## src/rtl/lsu_unit.sv

```systemverilog
// Load/store unit: turns core byte-addressed requests into a word bus
// with byte enables, formats load data and stalls the core until done.
module lsu_unit #(
    parameter int unsigned TIMEOUT = 255
) (
    input  logic        clk_i,
    input  logic        rst_i,
    input  logic        core_req_i,
    input  logic        core_we_i,
    input  logic [2:0]  core_size_i,
    input  logic [31:0] core_addr_i,
    input  logic [31:0] core_wd_i,
    output logic [31:0] core_rd_o,
    output logic        core_stall_o,
    output logic        access_fault_o,
    output logic        mem_req_o,
    output logic        mem_we_o,
    output logic [3:0]  mem_be_o,
    output logic [31:0] mem_addr_o,
    output logic [31:0] mem_wd_o,
    input  logic [31:0] mem_rd_i,
    input  logic        mem_ready_i
);

    typedef enum logic [1:0] {S_IDLE, S_WAIT, S_DONE} state_t;

    state_t      r_state;
    state_t      w_next;
    logic        r_we;
    logic [2:0]  r_size;
    logic [31:0] r_addr;
    logic [31:0] r_wd;
    logic [31:0] r_cnt;
    logic [31:0] r_rdata;
    logic        r_fault;

    logic        w_req;
    logic        w_stall;
    logic        w_issue;
    logic        w_tout;
    logic        w_we;
    logic [2:0]  w_size;
    logic [31:0] w_addr;
    logic [31:0] w_wd;

    function automatic logic [3:0] be_of(input logic we, input logic [2:0] sz,
                                         input logic [1:0] off);
        logic [3:0] be;
        be = 4'b1111;
        if (we) begin
            unique case (sz[1:0])
                2'd0:    be = 4'b0001 << off;
                2'd1:    be = off[1] ? 4'b1100 : 4'b0011;
                default: be = 4'b1111;
            endcase
        end
        return be;
    endfunction

    function automatic logic [31:0] wd_of(input logic [2:0] sz,
                                          input logic [31:0] wd);
        logic [31:0] d;
        unique case (sz[1:0])
            2'd0:    d = {4{wd[7:0]}};
            2'd1:    d = {2{wd[15:0]}};
            default: d = wd;
        endcase
        return d;
    endfunction

    function automatic logic [31:0] fmt(input logic [2:0] sz,
                                        input logic [1:0] off,
                                        input logic [31:0] d);
        logic [31:0] sh;
        logic [7:0]  b;
        logic [15:0] h;
        logic [31:0] r;
        sh = d >> {off, 3'b000};
        b  = sh[7:0];
        h  = off[1] ? d[31:16] : d[15:0];
        unique case (sz[1:0])
            2'd0:    r = sz[2] ? {24'b0, b} : {{24{b[7]}}, b};
            2'd1:    r = sz[2] ? {16'b0, h} : {{16{h[15]}}, h};
            default: r = d;
        endcase
        return r;
    endfunction

    assign w_issue = (r_state == S_IDLE) && core_req_i;
    assign w_tout  = (TIMEOUT != 0) && (r_cnt == TIMEOUT - 1);

    // During the issue cycle the bus sees the core inputs directly.
    assign w_we   = w_issue ? core_we_i   : r_we;
    assign w_size = w_issue ? core_size_i : r_size;
    assign w_addr = w_issue ? core_addr_i : r_addr;
    assign w_wd   = w_issue ? core_wd_i   : r_wd;

    always_ff @(posedge clk_i or negedge rst_i) begin
        if (!rst_i) begin
            r_state <= S_IDLE;
        end else begin
            r_state <= w_next;
        end
    end

    always_comb begin
        w_next  = r_state;
        w_req   = 1'b0;
        w_stall = 1'b0;
        unique case (r_state)
            S_IDLE: begin
                w_req   = core_req_i;
                w_stall = core_req_i;
                if (core_req_i) w_next = S_WAIT;
            end
            S_WAIT: begin
                w_req   = 1'b1;
                w_stall = 1'b1;
                if (mem_ready_i || w_tout) w_next = S_DONE;
            end
            S_DONE:  w_next = S_IDLE;
            default: w_next = S_IDLE;
        endcase
    end

    always_ff @(posedge clk_i or negedge rst_i) begin
        if (!rst_i) begin
            r_we    <= 1'b0;
            r_size  <= 3'd0;
            r_addr  <= 32'd0;
            r_wd    <= 32'd0;
            r_cnt   <= 32'd0;
            r_rdata <= 32'd0;
            r_fault <= 1'b0;
        end else begin
            r_fault <= 1'b0;
            if (w_issue) begin
                r_we   <= core_we_i;
                r_size <= core_size_i;
                r_addr <= core_addr_i;
                r_wd   <= core_wd_i;
                r_cnt  <= 32'd0;
            end
            // Load data is formatted on capture so core_rd_o holds afterwards.
            if (r_state == S_WAIT) begin
                if (mem_ready_i) begin
                    r_rdata <= r_we ? 32'd0 : fmt(r_size, r_addr[1:0], mem_rd_i);
                end else if (w_tout) begin
                    r_rdata <= 32'd0;
                    r_fault <= 1'b1;
                end else begin
                    r_cnt <= r_cnt + 32'd1;
                end
            end
        end
    end

    assign core_rd_o      = rst_i ? r_rdata : 32'd0;
    assign core_stall_o   = rst_i & w_stall;
    assign access_fault_o = rst_i & r_fault;
    assign mem_req_o      = rst_i & w_req;
    assign mem_we_o       = rst_i & w_req & w_we;
    assign mem_be_o       = (rst_i && w_req) ? be_of(w_we, w_size, w_addr[1:0]) : 4'd0;
    assign mem_addr_o     = (rst_i && w_req) ? {w_addr[31:2], 2'b00} : 32'd0;
    assign mem_wd_o       = (rst_i && w_req) ? wd_of(w_size, w_wd) : 32'd0;

endmodule

```

## config.mk

```make
export PLATFORM = sky130hd
export DESIGN_NAME = lsu_unit
export DESIGN_NICKNAME = d
export VERILOG_FILES = /design/src/rtl/lsu_unit.sv
export SDC_FILE = /design/constraint.sdc
export NUM_CORES = 1
export LEC_CHECK = 0
export CAP_MARGIN = 20
export CELL_PAD_IN_SITES_DETAIL_PLACEMENT = 0
export CELL_PAD_IN_SITES_GLOBAL_PLACEMENT = 1
export CORE_ASPECT_RATIO = 1.2
export CORE_MARGIN = 5
export CORE_UTILIZATION = 36
export CTS_BUF_LIST = sky130_fd_sc_hd__clkbuf_2 sky130_fd_sc_hd__clkbuf_4 sky130_fd_sc_hd__clkbuf_8
export CTS_CLUSTER_SIZE = 30
export DETAILED_ROUTE_END_ITERATION = 6
export PLACE_DENSITY_LB_ADDON = 0.1
export REMOVE_ABC_BUFFERS = 1
export SLEW_MARGIN = 10
export SYNTH_ARGS = -nofsm -noshare
export SYNTH_HDL_FRONTEND = slang
export SYNTH_SLANG_ARGS = --single-unit
```

## constraint.sdc

```tcl
create_clock -name clk_i -period 3 [get_ports clk_i]
set_input_delay 0.75 -clock clk_i [delete_from_list [all_inputs] [get_ports clk_i]]
set_output_delay 0.75 -clock clk_i [all_outputs]
set_load 0.005 [all_outputs]
```

Word level (Yosys, flattened, before mapping)
Cells that the tools add are included.

Reductions and logical operators: 9. Bitwise logic cells: 3. Shift operators: 2. Add/subtract/negate cells: 1. Equal/unequal tests: 6. Muxes and demuxes: 30.

Operators by type and width (number): $mux W32 (14); $pmux W32 S2 (2); $add A32 B1 Y32 const B (1); $eq A32 B8 Y1 const B (1); $shr A32 B5 Y8 (1); $mux W16 (1); $mux W4 (3); $pmux W4 S2 (1); $eq A2 B1 Y1 const B (3); $logic_not A2 Y1 (3); $mux W2 (3); $mux W1 (4); $ne A2 B2 Y1 const B (2); $pmux W2 S2 (1); $reduce_and A2 Y1 (2); $shl A1 B2 Y4 const A (1); $and A1 B1 Y1 (3); $logic_and A1 B1 Y1 (2); $pmux W1 S2 (1); $reduce_bool A2 Y1 (1); $logic_or A1 B1 Y1 (1).

Output and inout port bits: 104. Bits in registers: 135.

Longest topological paths before layout
Gate-level depths: netlist of the first run.

Depth in word-level cells: 7. Depth in mapped cells: 8. Depth with buffers taken out: 8.

Least setup slack after synthesis of the first run
Ideal clock, no wire load.

Path type: input port to output port. Start: in core_req_i. End: out mem_wd_o[14]. Slack: 0.171 ns. Data arrival time: 2.079 ns. Stages: 6. Data required time: 2.250 ns. Cells stage by stage: nor3b_2 mux2_2 nor2_2 buf_2 nor2_1 a211oi_1.

Cells in the longest elaborated chain, start to end: 5.

RTL lines: from (decl) (line 8) `input logic core_req_i,`; $logic_and A1 B1 Y1 (line 89) `assign w_issue = (r_state == S_IDLE) && core_req_i;`; $mux W2 (line 94) `assign w_size = w_issue ? core_size_i : r_size;`; $eq A2 B1 Y1 or $logic_not A2 Y1 (tied branches) (line 63) `unique case (sz[1:0])`; $pmux W32 S2 (line 63); $mux W32 * (line 165) `assign mem_wd_o = (rst_i && w_req) ? wd_of(w_size, w_wd) : 32'd0;`; to (decl) (line 20) `output logic [31:0] mem_wd_o,`.

Every way passes the cells marked *; elsewhere a longest branch is shown, timed or not.

Worst setup path in the final report of the first run
Start: reg r_state[0]. End: out mem_wd_o[12].

Cells in the longest elaborated chain, start to end: 6.

RTL lines: from (decl) (line 27) `state_t r_state;`; from (signal assigned) (line 102) `r_state <= w_next;`; $logic_not A2 Y1 (line 89, 110); $logic_and A1 B1 Y1 (line 89); $mux W2 (line 94); $eq A2 B1 Y1 or $logic_not A2 Y1 (tied branches) (line 63); $pmux W32 S2 (line 63); $mux W32 * (line 165).

Marked as above.

==> flow_summary.json, run 1 <==
{
  "final_cells": 1347,
  "grt-busiest-layer": "met2",
  "wl_mm": 23.85,
  "max_stage_delay_ps": 420,
  "p_seq_share_pct": 30.6,
  "hpwl_mm": 15.72,
  "worstPathArrival_ps": 2370,
  "switching_share_pct": 35.68,
  "numCtsBuffers": 17,
  "die_area_sq_um": 22400,
  "hold_class": "input port to asynchronous set/reset pin",
  "placed_area_sq_um": 9824,
  "hold_violations": 0,
  "combPwrFrac_pct": 50.1,
  "antenna_found_initial": 1,
  "fin_worst_skew_ps": 16.74,
  "cts_tree": "yes",
  "worst_setup_path_end_kind": "output port",
  "rsz0062_at_grt": "yes",
  "die_w_microns": 137.5,
  "slew_headroom_pct": 49.69,
  "setup_ws_ps": -116.9,
  "first_pass_iters": 4,
  "htreeDepth": 4,
  "core_sq_um": 19340,
  "crit_path_start_kind": "flip-flop",
  "syn_avg_cell_area_sq_um": 9.212,
  "io_buffers": 205,
  "fin_crit_sh_pct": 103.9,
  "ys_warn_count": 0,
  "mostFrequentLayoutCell": "dfrtp_1",
  "num_rows": 56,
  "cp_num_buf_inv": 5,
  "clk_pin_slew_ps": 90,
  "fin_crit_ps": 3117,
  "grt.met3_usage_pct": 5.284,
  "vias": 6744,
  "grt_max_degree": 113,
  "die_y_microns": 163.0,
  "crit_family": "buffers and inverters",
  "final_layout_size_suffix_gt1_share_pct": 32.84,
  "cp_max_fo": 6,
  "cts_root_buffer": "clkbuf_8",
  "cpMaxStageDelayCell": "dfrtp_1",
  "crit_type": "flip-flop to output port",
  "wl_per_cell_microns": 17.70,
  "use_met2_pct": 34.21,
  "via_per_inst": 5.007,
  "cp_common_cell": "buf_6",
  "synth_cell_types": 56,
  "clock_sinks": 135,
  "violations": "setup timing",
  "grt_use_met1_pct": 26.50,
  "setup_viol": 24,
  "fin_nets": 1177,
  "powerDensity_nw_per_um2": 782.4,
  "ys_seq_area_share_pct": 48.13,
  "layout_common_cells": "dfrtp_1, clkdlybuf4s50_1, nand2_1, buf_4, inv_1",
  "io_pins": 208,
  "synth_cells": 762,
  "netlist_area_sq_um": 7019,
  "power.clock.fraction_pct": 19.4,
  "synth_seq_cells": 135,
  "drv_slew": 0,
  "antenna_left": 0,
  "initial_core_util_pct": 36.30,
  "grt_pass1_wl_mm": 36.71,
  "leakagePower_nw": 5.245,
  "tightest_slew_ps": 754.6,
  "clockBufferDepth": 2,
  "place_inst": 1259,
  "cap_violations": 0,
  "grtUsageTotal_pct": 20.82,
  "peakVddDrop_mv": 0.4049,
  "async_flop_share_pct": 100.0,
  "grt_pass1_vias": 6974,
  "drtIter0Drc": 336,
  "intPower_w": 0.005643,
  "outcome": "finished, violations left",
  "synth-edff-count": 0,
  "n_fill_cell": 1740,
  "fin_area_sq_um": 11210,
  "clock_latency_ps": 450,
  "place.gp.congestion": 0.8359,
  "grt-ovfl-total": 0,
  "areaGrowthSynthToFinish_pct": 59.73,
  "route.detailed.drc": 0,
  "synthFlopType": "dfrtp_1",
  "cp.required_ps": 2250,
  "clock.fmax_ghz": 0.3208,
  "p_switching_w": 0.003130,
  "cp_cell_sequence": "nor3b_4 > buf_6 > mux2_4 > nor2_4 > buf_6 > buf_6 > buf_4 > a211oi_1 > buf_2"
}
## logic make-up after synthesis
group	synth area share, %
buf+inv	5.365
fa+ha+maj	0.3564
other cells	0.05342
mux	9.501
simple gates	21.59
xor+xnor	0.3744
flops	48.13
compound gates	14.64
## metrics by stage
stage	power, W	worst slack [ps]	util [%]	hold slack (ps)	setup TNS (ps)
floorplan	0.004298	-2456	-	439.4	-194140
global placement	0.005923	-926.9	50.80	451.5	-48410
detailed placement	0.005988	-971.5	50.80	458.1	-49640
CTS	0.008395	-181.7	56.77	353.0	-2410
global route	0.009284	-230.5	57.96	384.8	-4468
finish	0.008773	-116.9	57.98	352.0	-1282
## worst reg2reg max path, delay by kind of cell, from the launching register on
kind	cells	cell delay [ps]
AO/OA/AOI/OAI	2	450
adder cells (fa/ha/maj)	1	150
buffers and inverters	2	290
flip-flops	1	440
AND/OR/NAND/NOR	3	890
## power groups by stage
stage                     registers (W)  logic, W  clock network, W
after floorplan                 0.00267   0.00163                 0
after global placement          0.00266   0.00327                 0
after detailed placement        0.00268   0.00331                 0
after CTS                       0.00267   0.00398           0.00174
after global routing            0.00274   0.00472           0.00182
final                           0.00268   0.00439           0.00170
## area by class of cell
type	count	area [sq um]	share of cell area, %
antenna	2	5.005	0.04464
clock buffer	18	247.7	2.210
clock inverter	14	195.2	1.741
inverter	43	161.4	1.440
multi-input combinational	538	3761	33.55
sequential	135	3378	30.13
tap	261	326.6	2.913
timing repair buffer	336	3137	27.98
## Yosys cell counts (all sizes together) (3+ instances only)
library cell,instances,area (sq um)
a221oi,9,78.83
nand2,138,520.5
nor2b,10,62.56
and3,6,37.54
a21oi,61,316.6
nand3,15,75.07
or3,3,18.77
o21ai,17,92.59
buf,22,121.4
nor3,8,40.04
dfrtp,135,3378
mux2,35,394.1
nor4,4,25.02
o211ai,8,60.06
clkbuf,25,93.84
mux2i,25,250.2
a22o,8,70.07
nand4,15,115.1
o2bb2ai,9,78.83
nor2,64,280.3
o221ai,7,61.31
a21o,8,60.06
a31oi,7,43.79
inv,43,161.4
a211oi,8,60.06
or2,3,18.77
and2,33,206.5
and4,3,26.28
nand2b,3,18.77
o31ai,5,37.54
o22ai,8,50.05
## final timing paths
path | cells past startpoint | slack, ps | start | end
setup / recovery | 9 | -120 | r_state[0] | mem_wd_o[12]
max in group asynchronous | 3 | 1420 | rst_i | r_wd[25]
hold reg to reg | 1 | 470 | r_rdata[11] | r_rdata[11]
min in group clk_i | 1 | 470 | r_rdata[11] | r_rdata[11]
setup reg to reg | 8 | 670 | r_cnt[0] | r_rdata[21]
hold / removal | 2 | 350 | rst_i | r_rdata[26]
## timing repair
item                       4_1_cts  5_1_grt
pin swaps                       17       35
setup endpoints to repair       69       61
gates cloned                     5        3
hold buffers                     0        0
gates resized for setup        288      130
setup buffers                   31       22
## sequential cells by signal, summed over array words and instances, names as in the netlist
register  cells
r_we          1
r_addr       32
r_rdata      32
r_size        3
r_state       2
r_fault       1
r_cnt        32
r_wd         32
## routing by layer
layer / vias up / routed length, microns
met2: 199 / 11690
met5: - / 0
li1: 3256 / -
met1: 3252 / 10060
met4: 0 / 624
met3: 37 / 1470
Power figures use the tool's default switching activity.
==> run 2: changes to the inputs <==
- CTS_CLUSTER_DIAMETER: default -> 40
==> results of run 2 <==
Same layout as run 1: the final DEF is identical, and so are final timing and power.
